$ cat config.mk
export PLATFORM = sky130hd
export DESIGN_NAME = mem_bus_master
export DESIGN_NICKNAME = d
export VERILOG_FILES = /design/src/rtl/mem_bus_pkg.sv /design/src/rtl/mem_byte_lanes.sv /design/src/rtl/mem_bus_master.sv
export SDC_FILE = /design/constraint.sdc
export NUM_CORES = 1
export LEC_CHECK = 0
export CORE_AREA = 10 10 143 145
export DETAILED_ROUTE_END_ITERATION = 10
export DIE_AREA = 0 0 153 155
export PLACE_DENSITY = 0.75
export SKIP_CTS_REPAIR_TIMING = 1
export SYNTH_ARGS = -nofsm -noshare
export SYNTH_HDL_FRONTEND = slang
export SYNTH_SLANG_ARGS = --single-unit
$ cat constraint.sdc
create_clock -name clk -period 4.3 [get_ports clk]
set_clock_uncertainty 0.2 [all_clocks]
set_input_delay 0.43 -clock clk [delete_from_list [all_inputs] [get_ports clk]]
set_output_delay 0.43 -clock clk [all_outputs]
set_load 0.05 [all_outputs]
$ cat src/rtl/mem_bus_pkg.sv
// Shared definitions for the byte-wide memory bus initiator.
// Holds the request size encodings, the bus FSM state type, the bus
// byte width, the latched-request struct and a size->byte-count helper.
package mem_bus_pkg;

  localparam int BUS_BYTE_W = 8;
  localparam int WORD_BYTES = 4;

  localparam logic [1:0] SIZE_BYTE = 2'b00;
  localparam logic [1:0] SIZE_HALF = 2'b01;
  localparam logic [1:0] SIZE_WORD = 2'b10;

  typedef enum logic [2:0] {
    ST_IDLE,
    ST_RD_REQ,
    ST_RD_WAIT,
    ST_WR,
    ST_RESP
  } mem_bus_state_t;

  // Request fields captured on acceptance.
  typedef struct packed {
    logic        we;
    logic [2:0]  nbytes;
    logic        sign_ext;
    logic [31:0] addr;
    logic [31:0] wdata;
  } mem_req_t;

  // 2'b11 is treated as a word access.
  function automatic logic [2:0] size_to_bytes(input logic [1:0] size);
    case (size)
      SIZE_BYTE: return 3'd1;
      SIZE_HALF: return 3'd2;
      default:   return 3'd4;
    endcase
  endfunction

endpackage

$ cat src/rtl/mem_byte_lanes.sv
// Combinational byte-lane helper for mem_bus_master.
//   nbytes   in  3 : bytes in the access (1, 2 or 4)
//   sign_ext in  1 : fill upper lanes with the top loaded bit
//   raw      in 32 : assembled load bytes, byte k in lane k
//   wdata    in 32 : store data
//   idx      in  2 : current byte index
//   rdata    out 32: zero/sign-extended load result
//   wbyte    out 8 : store byte idx of wdata
module mem_byte_lanes
  import mem_bus_pkg::*;
(
  input  logic [2:0]  nbytes,
  input  logic        sign_ext,
  input  logic [31:0] raw,
  input  logic [31:0] wdata,
  input  logic [1:0]  idx,
  output logic [31:0] rdata,
  output logic [7:0]  wbyte
);

  logic fill;

  // Top bit of the highest loaded byte.
  always_comb begin
    case (nbytes)
      3'd1:    fill = raw[7];
      3'd2:    fill = raw[15];
      default: fill = raw[31];
    endcase
  end

  for (genvar j = 0; j < WORD_BYTES; j++) begin : g_lane
    assign rdata[BUS_BYTE_W*j +: BUS_BYTE_W] = (3'(j) < nbytes) ?
      raw[BUS_BYTE_W*j +: BUS_BYTE_W] : {BUS_BYTE_W{sign_ext & fill}};
  end

  assign wbyte = wdata[BUS_BYTE_W*idx +: BUS_BYTE_W];

endmodule

$ cat src/rtl/mem_bus_master.sv
// Initiator side of the CPU byte-wide memory bus. Accepts 8/16/32-bit
// loads/stores on a valid/ready port, serialises them into single-byte
// little-endian read/write strobes and returns one response pulse per request.
// Optional feature macro: MEM_BUS_MASTER_TIMEOUT_EN (per-byte read timeout,
// TIMEOUT_CYCLES wait cycles, reported on resp_err).
// Ports:
//   clk, rst (sync, active high)
//   req_valid/req_ready/req_we/req_size/req_signed/req_addr/req_wdata : request
//   resp_valid/resp_rdata/resp_err                                     : response
//   mem_addr/mem_data_in/mem_data_out/memory_read_en/memory_write_en/mem_ready : bus
module mem_bus_master
  import mem_bus_pkg::*;
#(
  parameter int TIMEOUT_CYCLES = 16
) (
  input  logic        clk,
  input  logic        rst,
  input  logic        req_valid,
  output logic        req_ready,
  input  logic        req_we,
  input  logic [1:0]  req_size,
  input  logic        req_signed,
  input  logic [31:0] req_addr,
  input  logic [31:0] req_wdata,
  output logic        resp_valid,
  output logic [31:0] resp_rdata,
  output logic        resp_err,
  output logic [31:0] mem_addr,
  output logic [7:0]  mem_data_in,
  input  logic [7:0]  mem_data_out,
  output logic        memory_read_en,
  output logic        memory_write_en,
  input  logic        mem_ready
);

  mem_bus_state_t state_q, state_d;
  mem_req_t       req_q, req_d;
  logic [1:0]     idx_q, idx_d;
  logic [31:0]    lanes_q, lanes_d;
  logic           last_byte;
  logic           wait_expired;
  logic           timed_out;
  logic [31:0]    ext_word;
  logic [7:0]     wbyte;

  assign last_byte = (3'(idx_q) + 3'd1) == req_q.nbytes;

`ifdef MEM_BUS_MASTER_TIMEOUT_EN
  localparam int CNT_W = $clog2(TIMEOUT_CYCLES + 1);
  logic [CNT_W-1:0] wait_cnt_q;

  // Counts RD_WAIT cycles of the current byte; restarts on every RD_REQ.
  always_ff @(posedge clk) begin
    if (rst || state_q == ST_RD_REQ) wait_cnt_q <= '0;
    else if (state_q == ST_RD_WAIT)  wait_cnt_q <= wait_cnt_q + 1'b1;
  end

  assign wait_expired = (state_q == ST_RD_WAIT) &&
                        (wait_cnt_q == CNT_W'(TIMEOUT_CYCLES - 1));
`else
  logic unused_timeout_cfg;
  assign unused_timeout_cfg = ^TIMEOUT_CYCLES;
  assign wait_expired = 1'b0;
`endif

  always_comb begin
    state_d   = state_q;
    req_d     = req_q;
    idx_d     = idx_q;
    lanes_d   = lanes_q;
    timed_out = 1'b0;
    case (state_q)
      ST_IDLE: begin
        if (req_valid && req_ready) begin
          req_d.we       = req_we;
          req_d.nbytes   = size_to_bytes(req_size);
          req_d.sign_ext = req_signed;
          req_d.addr     = req_addr;
          req_d.wdata    = req_wdata;
          idx_d          = 2'd0;
          lanes_d        = '0;
          state_d        = req_we ? ST_WR : ST_RD_REQ;
        end
      end
      ST_RD_REQ: state_d = ST_RD_WAIT;
      ST_RD_WAIT: begin
        // A late mem_ready on the expiring cycle still wins over the timeout.
        if (mem_ready) begin
          lanes_d[BUS_BYTE_W*idx_q +: BUS_BYTE_W] = mem_data_out;
          if (last_byte) state_d = ST_RESP;
          else begin
            idx_d   = idx_q + 2'd1;
            state_d = ST_RD_REQ;
          end
        end else if (wait_expired) begin
          timed_out = 1'b1;
          state_d   = ST_RESP;
        end
      end
      ST_WR: begin
        if (last_byte) state_d = ST_RESP;
        else           idx_d   = idx_q + 2'd1;
      end
      ST_RESP: state_d = ST_IDLE;
      default: state_d = ST_IDLE;
    endcase
  end

  mem_byte_lanes u_lanes (
    .nbytes   (req_d.nbytes),
    .sign_ext (req_d.sign_ext),
    .raw      (lanes_d),
    .wdata    (req_d.wdata),
    .idx      (idx_d),
    .rdata    (ext_word),
    .wbyte    (wbyte)
  );

  // Every output is registered from the next-state view so strobes line up
  // with the state they belong to.
  always_ff @(posedge clk) begin
    if (rst) begin
      state_q         <= ST_IDLE;
      req_q           <= '0;
      idx_q           <= '0;
      lanes_q         <= '0;
      req_ready       <= 1'b0;
      resp_valid      <= 1'b0;
      resp_rdata      <= '0;
      resp_err        <= 1'b0;
      mem_addr        <= '0;
      mem_data_in     <= '0;
      memory_read_en  <= 1'b0;
      memory_write_en <= 1'b0;
    end else begin
      state_q         <= state_d;
      req_q           <= req_d;
      idx_q           <= idx_d;
      lanes_q         <= lanes_d;
      req_ready       <= (state_d == ST_IDLE);
      memory_read_en  <= (state_d == ST_RD_REQ);
      memory_write_en <= (state_d == ST_WR);
      if (state_d == ST_RD_REQ || state_d == ST_WR)
        mem_addr <= req_d.addr + 32'(idx_d);
      if (state_d == ST_WR)
        mem_data_in <= wbyte;
      resp_valid <= (state_d == ST_RESP);
      resp_err   <= timed_out;
      resp_rdata <= (state_d == ST_RESP && !timed_out && !req_d.we) ? ext_word : '0;
    end
  end

endmodule

==> results of run 1 <==
## placed cells by master, fill, tap and decap left out, types with 17 or more instances in the layout
cell               n
clkdlybuf4s50_1  154
nor2_1            77
dfxtp_1          182
buf_4             18
clkbuf_16         17
a21oi_1           77
mux2i_1           34
o21ai_0           21
a22oi_1           29
nand3_1           29
nand2_1          136
a211oi_1          36
## stage by stage
step / utilization, % / instance area [um2] / std cells / total power, uW
2_1_floorplan: - / 8100 / 911 / 2300
3_3_place_gp: 55.2 / 9750 / 1250 / 2540
3_5_place_dp: 55.2 / 9750 / 1250 / 2540
4_1_cts: 58.4 / 10300 / 1282 / 4050
5_1_grt: 58.6 / 10300 / 1285 / 4190
6_report: 58.6 / 10300 / 1285 / 4030
## cells by family (layout without fill, tap and decap cells)
family | Yosys count | in the layout | synth area share (%)
flip-flops | 182 | 182 | 45.0
AND/OR/NAND/NOR | 353 | 353 | 21.5
buffers and inverters | 71 | 216 | 4.13
AO/OA/AOI/OAI | 232 | 232 | 20.4
other | 1 | 1 | 0.0463
multiplexers | 37 | 37 | 4.67
XOR/XNOR | 27 | 27 | 2.92
adder cells (fa/ha/maj) | 8 | 8 | 1.33
## registers in the layout (all words and copies together), names as in the netlist, 2 cells and up
signal,cells
mem_data_in,8
lanes_q,32
resp_rdata,32
idx_q,2
state_q,3
req_q,69
mem_addr,32
## final cells by class
cell class                 instances  share of cell area, %
timing repair buffer             172                   16.2
tap                              229                   2.77
clock inverter                    14                   1.35
inverter                          12                  0.435
multi-input combinational        658                   39.9
sequential                       182                   35.2
clock buffer                      18                   4.15
## layer usage
metal / track usage, % / share of wire, %
met5: 0 / 0.057
met2: 29.3 / 46
met1: 23.4 / 44
met4: 7.45 / 2.1
met3: 5.27 / 7.4
## critical path, stage by stage (launching register included)
cell	delay, ps
dfxtp_1	380
inv_1	130
ha_1	330
xnor2_1	260
nand3_1	170
nand3_1	240
nand2_1	90
ha_1	230
fa_1	440
nand4_1	180
nor3_1	90
mux2i_1	430
a2111oi_2	110
and4_1	240
a311o_1	260
## power by group
part           leakage (uW)  switching [uW]  internal [uW]
sequential          0.00147            52.9           1760
clock              0.000279             706            816
combinational       0.00178             448            253
## path summary, 6_finish.rpt
| path | to | slack (ps) | cells past startpoint |
|---|---|---|---|
| hold / removal | mem_addr[31]$_SDFFE_PP0P_ | 250 | 2 |
| setup / recovery | mem_addr[28]$_SDFFE_PP0P_ | 390 | 14 |
| hold reg to reg | mem_addr[31]$_SDFFE_PP0P_ | 250 | 2 |
| setup reg to reg | mem_addr[28]$_SDFFE_PP0P_ | 390 | 14 |
==> results.json, run 1 <==
{
  "synth_commonest_cells": "dfxtp_1, nand2_1, a21oi_1, nor2_1, a211oi_1",
  "period_minus_slack_ps": 3910,
  "start_util_pct": 45.9,
  "synth_area_um2": 8100,
  "synthDistinctLibCells": 81,
  "dp_hpwl_um": 16300,
  "syn_to_final_growth_pct": 27.8,
  "drc_errors": 0,
  "finalNetCount": 1131,
  "reg2reg_from": "idx_q[1]$_SDFF_PP0_",
  "fin_ws_ps": 390,
  "grt_first_pass_wirelength_um": 36500,
  "min_from": "mem_addr[31]$_SDFFE_PP0P_",
  "slew_headroom_pct": 22.0,
  "setup_viol": 0,
  "pin_count": 157,
  "finalHoldViolCount": 0,
  "antenna_cells": 0,
  "fmax_mhz": 256,
  "power_leakage_uw": 0.00354,
  "die_h_um": 155,
  "yosys_warnings": 0,
  "ir_drop_v": 0.000343,
  "viasPerCell": 5.62,
  "crit_start": "idx_q[1]$_SDFF_PP0_",
  "end_kind": "flop",
  "synthTopCellsByArea": "dfxtp_1, nand2_1, a21oi_1",
  "setup_tns_ps": 0,
  "gp_congestion": 0.915,
  "path_max_fanout": 7,
  "crit_type": "reg -> reg",
  "clock-sinks": 182,
  "antenna_left": 0,
  "drt_iter0_drc": 547,
  "rsz0062_at_grt": "false",
  "startpoint_type": "flop",
  "hold_ws_ps": 249,
  "root_buffer": "clkbuf_16",
  "worstSkewPairLatency_ps": 440,
  "status": "finished clean",
  "pre_cts_ws_ps": 133,
  "cts_inserted_buffers": 17,
  "wl_per_cell_um": 17.7,
  "period_share_pct": 90.9,
  "fp-row-count": 49,
  "drive_gt1_share_pct": 7.86,
  "synthCells": 911,
  "multi_input_area_um2": 4120,
  "synth_top_area_cell": "dfxtp_1",
  "cts_tree": "yes",
  "synth_edf_count": 0,
  "crit_required_ps": 4430,
  "hp-class": "reg -> reg",
  "gr-total-overflow": 0,
  "dieArea_um2": 23700,
  "synthArstFlopShare_pct": 0,
  "synth_seq_cells": 182,
  "cts_max_level": 4,
  "die_w_um": 153,
  "vias": 7225,
  "p_per_area_nw_per_um2": 390,
  "fillers": 1580,
  "worstPathArrival_ps": 4030,
  "wirelength_um": 22800,
  "cts.reportedPaths.clkPinSlew_ps": 70,
  "grt_start_max_net_pins": 80,
  "antenna_found_initial": 1,
  "worstMarginPinSlew_ps": 1170,
  "grt_pass1_vias": 7095,
  "synth_fp_nets": 999,
  "regArea_um2": 3640,
  "cts_buffer_depth": 2,
  "yosysSeqAreaShare_pct": 45.0,
  "track_usage_pct": 18.6,
  "synth.top_cell.area_share_pct": 45.0,
  "core_um2": 17700,
  "yosys_most_used_dff": "dfxtp_1",
  "syn_area_per_cell_um2": 8.89,
  "slew_viol_final": 0,
  "numPortBuffers": 155,
  "drv_cap": 0,
  "yosysMostFrequentCell": "dfxtp_1",
  "first_pass_iters": 5
}
Note: power is estimated with default switching activity, not from simulation.
==> run 2: changes to the inputs <==
CORE_AREA = 10 10 146 148   (was 10 10 143 145)
DIE_AREA = 0 0 156 158   (was 0 0 153 155)
PLACE_DENSITY = 0.72   (was 0.75)
==> run 2 against run 1 <==
Wire length is 1.5% higher. Global-route usage is 0.096 points higher. Combinational power grew 0.6%. Sequential share of layout area decreased by 0.11 points. Setup slack worse by 100 ps. Fmax fell by 2.6%.
==> results.json, run 2 (same netlist as run 1, synthesis figures left out) <==
{
  "drv_cap": 0,
  "critPathMaxStageDelay_ps": 400,
  "largest_reg_flops": 69,
  "worstSkewPairLatency_ps": 440,
  "antenna_cells": 0,
  "syn_to_final_growth_pct": 28.2,
  "gr-total-overflow": 0,
  "clock-sinks": 182,
  "cts_inserted_buffers": 17,
  "antenna_found_initial": 1,
  "crit_type": "reg -> reg",
  "startpoint_type": "flop",
  "fp-row-count": 50,
  "finalNetCount": 1132,
  "period_share_pct": 93.4,
  "setup_tns_ps": 0,
  "cts_tree": "yes",
  "first_pass_iters": 5,
  "dp_hpwl_um": 16500,
  "final_cell_mix": "dfxtp_1, clkdlybuf4s50_1, nand2_1",
  "drc_errors": 0,
  "cts_max_level": 4,
  "gp_congestion": 0.933,
  "cts.reportedPaths.clkPinSlew_ps": 70,
  "die_h_um": 158,
  "grt_first_pass_wirelength_um": 37200,
  "fillers": 1666,
  "numPortBuffers": 155,
  "start_util_pct": 43.9,
  "drive_gt1_share_pct": 8.14,
  "viasPerCell": 5.63,
  "path_cells": "inv_1, ha_1, xnor2_1, nand4b_1, and2_1, o21ai_4, fa_1, nand4_1, nor3_1, mux2i_2, a2111oi_2, nor4_1, a311o_1",
  "p_per_area_nw_per_um2": 391,
  "antenna_left": 0,
  "crit_required_ps": 4420,
  "dieArea_um2": 24600,
  "worstMarginPinSlew_ps": 1250,
  "rsz0062_at_grt": "false",
  "slew_headroom_pct": 16.7,
  "end_kind": "flop",
  "dp_cells": 1255,
  "ir_drop_v": 0.000298,
  "finalHoldViolCount": 0,
  "layoutNonFillerInstCount": 1291,
  "core_um2": 18500,
  "grt_pass1_vias": 7175,
  "slew_viol_final": 0,
  "worstPathArrival_ps": 4140,
  "root_buffer": "clkbuf_16",
  "regMostFlops": "req_q",
  "wirelength_um": 23100,
  "setup_viol": 0,
  "period_minus_slack_ps": 4010,
  "grt_start_max_net_pins": 70,
  "vias": 7264,
  "hp-class": "in -> reg",
  "drt_iter0_drc": 541,
  "fmax_mhz": 249,
  "cts_buffer_depth": 2,
  "pin_count": 157,
  "status": "finished clean",
  "track_usage_pct": 18.6,
  "slowest_stage": "dfxtp_1",
  "die_w_um": 156,
  "path_max_fanout": 8,
  "layout_commonest_cell": "dfxtp_1",
  "wl_per_cell_um": 17.9,
  "power_leakage_uw": 0.00353
}
[run 2: worst max-delay path: cells and delay by family, from the launching register on]
kind                       cells  cell delay (ps)
buffers and inverters          1              140
xor gates and xnor gates       1              250
muxes                          1              200
DFF                            1              400
adders and majority gates      2              640
and+or+nand+nor                5             1060
AOI/OAI and AO/OA              3             1020
[run 2: area by class of cell]
cell class	count	area (um2)	share of cell area [%]
Multi-Input combinational cell	658	4130	39.8
Sequential cell	182	3640	35.1
Timing Repair Buffer	173	1680	16.2
Clock buffer	18	439	4.23
Tap cell	234	293	2.82
Clock inverter	14	144	1.39
Inverter	12	45.0	0.434
[run 2: per-layer routing]
layer  vias up  GRT usage [%]  routed length, um
li1       3563              -                  -
met5         -              0                 13
met4         2           7.06                444
met2       255           29.7              10800
met3        40           6.27               1810
met1      3404           22.9              10100
[run 2: stage by stage]
stage                     total power, uW  setup WS, ps  area, um2  hold WS [ps]  util, %
after floorplan                      2300          69.2       8100           233        -
after global placement               2540           232       9750           236     52.9
after detailed placement             2550           147       9750           247     52.9
after CTS                            4070           182      10300           178     56.0
after global routing                 4210          19.9      10400           192     56.2
final                                4050           285      10400           175     56.2
[run 2: worst paths after layout]
path / start / endpoint / slack, ps / cells after the start
worst min register to register: mem_addr[6]$_SDFFE_PP0P_ / mem_addr[6]$_SDFFE_PP0P_ / 250 / 2
worst min-delay path: rst / req_q[42]$_SDFF_PP0_ / 180 / 2
worst max register to register: idx_q[1]$_SDFF_PP0_ / mem_addr[28]$_SDFFE_PP0P_ / 290 / 13
worst max-delay path: idx_q[1]$_SDFF_PP0_ / mem_addr[28]$_SDFFE_PP0P_ / 290 / 13
[run 2: where the power goes]
group,internal [uW],switching (uW)
sequential,1760,52.1
combinational,253,452
clock,828,710
==> run 3: changes to the inputs <==
CORE_AREA = 2 2 138 140   (was 10 10 146 148)
DIE_AREA = 0 0 140 142   (was 0 0 156 158)
==> run 3 against run 2 <==
The run now ends with design-rule violations left. Register-to-register slack barely moved. Clock power barely moved. Cell count fell by 0.15%. Utilization fell by 0.081 points. Clock-buffer cell count rose by 2. Sequential cell count did not move. Critical path depth rose by 2. Setup slack improved by 7.5 ps. Design area fell by 0.14%. Sequential share of layout area rose by 0.051 points. Sequential power barely moved. Total power rose by 0.68%. Largest power group unchanged.
==> results.json, run 3 (same netlist as run 1, synthesis figures left out) <==
{
  "drive_gt1_share_pct": 7.68,
  "layout_commonest_cell": "dfxtp_1",
  "cts_buffer_depth": 2,
  "antenna_found_initial": 0,
  "slew_headroom_pct": 17.9,
  "numPortBuffers": 155,
  "cts_tree": "yes",
  "finish.utilization_pct": 56.1,
  "ir_drop_v": 0.000300,
  "root_buffer": "clkbuf_16",
  "startpoint_type": "flop",
  "setup_viol": 0,
  "violations": "design-rule violations",
  "core_um2": 18500,
  "grt_pass1_vias": 6860,
  "crit_type": "reg -> reg",
  "fmax_mhz": 250,
  "final_cell_mix": "dfxtp_1, clkdlybuf4s50_1, nand2_1",
  "cts_max_level": 4,
  "finalHoldViolCount": 0,
  "track_usage_pct": 22.0,
  "worstPathArrival_ps": 4120,
  "pin_count": 157,
  "dp_hpwl_um": 15300,
  "syn_to_final_growth_pct": 28.0,
  "die_h_um": 142,
  "antenna_left": 0,
  "clock-sinks": 182,
  "crit_required_ps": 4420,
  "path_max_fanout": 7,
  "gp_congestion": 0.857,
  "rsz0062_at_grt": "false",
  "hold_ws_ps": 194,
  "largest_reg_flops": 69,
  "cts_inserted_buffers": 17,
  "wl_per_cell_um": 17.1,
  "regMostFlops": "req_q",
  "finalNetCount": 1130,
  "cts.reportedPaths.clkPinSlew_ps": 70,
  "start_util_pct": 43.9,
  "wirelength_um": 22000,
  "antenna_cells": 0,
  "worstSkewPairLatency_ps": 430,
  "end_kind": "flop",
  "hp-class": "in -> reg",
  "setup_tns_ps": 0,
  "slew_viol_final": 0,
  "gr-total-overflow": 0,
  "pre_cts_ws_ps": 107,
  "dieArea_um2": 19900,
  "drt_iter0_drc": 601,
  "grt_start_max_net_pins": 67,
  "period_share_pct": 93.2,
  "p_per_area_nw_per_um2": 394,
  "first_pass_iters": 8,
  "viasPerCell": 5.63,
  "vias": 7253,
  "fin_ws_ps": 293,
  "status": "complete, but fails checks",
  "fillers": 1701,
  "die_w_um": 140,
  "drc_errors": 11,
  "period_minus_slack_ps": 4010,
  "worstMarginPinSlew_ps": 1230,
  "grt_first_pass_wirelength_um": 35300,
  "drv_cap": 0,
  "power_leakage_uw": 0.00353,
  "fp-row-count": 50
}
run 3: cell count changes in the layout (fill, tap and decap cells not counted), moves of 2 or more:
cell | before | now
clkinv_4 | 2 | 5
clkinvlp_4 | 4 | 1
buf_4 | 19 | 17
clkbuf_1 | 0 | 2
inv_8 | 2 | 0
run 3: metrics by stage:
stage	instances	cell area (um2)	total power, uW
finish	1289	10400	4080
global route	1289	10400	4230
CTS	1289	10400	4100
detailed placement	1257	9770	2550
global placement	1257	9770	2540
floorplan	911	8100	2300
run 3: layout make-up:
cell class                 count  area, um2  share of cell area [%]
multi-input combinational    658       4120                    39.8
clock inverter                12        143                    1.38
timing repair buffer         171       1670                    16.1
tap                          234        293                    2.83
inverter                      12       45.0                   0.435
sequential                   182       3640                    35.2
clock buffer                  20        447                    4.31
run 3: metal layers:
layer	vias up	GRT usage (%)	part of all wire, %	wire, um
met5	-	0	0	0
met4	0	8.67	2.4	536
met3	40	4.98	6.0	1310
met2	247	34.9	46	10100
met1	3416	29.3	46	10100
li1	3550	-	-	-
run 3: worst max-delay path, stage by stage, from the launching register on:
cell,delay [ps]
dfxtp_1,390
inv_1,130
ha_1,320
xnor2_1,260
nand4b_1,190
nand2_1,130
nand2_1,80
nand2_1,90
ha_1,210
fa_2,320
nand4_1,190
nor3_1,290
mux2i_1,260
a2111oi_2,430
nor4_1,80
a311o_1,340
run 3: worst paths after layout:
check	start	end	slack, ps	cells past startpoint
worst min-delay path	rst	req_q[45]$_SDFF_PP0_	190	2
worst max register to register	idx_q[1]$_SDFF_PP0_	mem_addr[28]$_SDFFE_PP0P_	290	15
worst min register to register	mem_addr[22]$_SDFFE_PP0P_	mem_addr[22]$_SDFFE_PP0P_	250	2
worst max-delay path	idx_q[1]$_SDFF_PP0_	mem_addr[28]$_SDFFE_PP0P_	290	15
run 3: report_power, final:
part           switching (uW)  internal (uW)
Clock                     680            881
Combinational             454            255
Sequential               52.8           1760
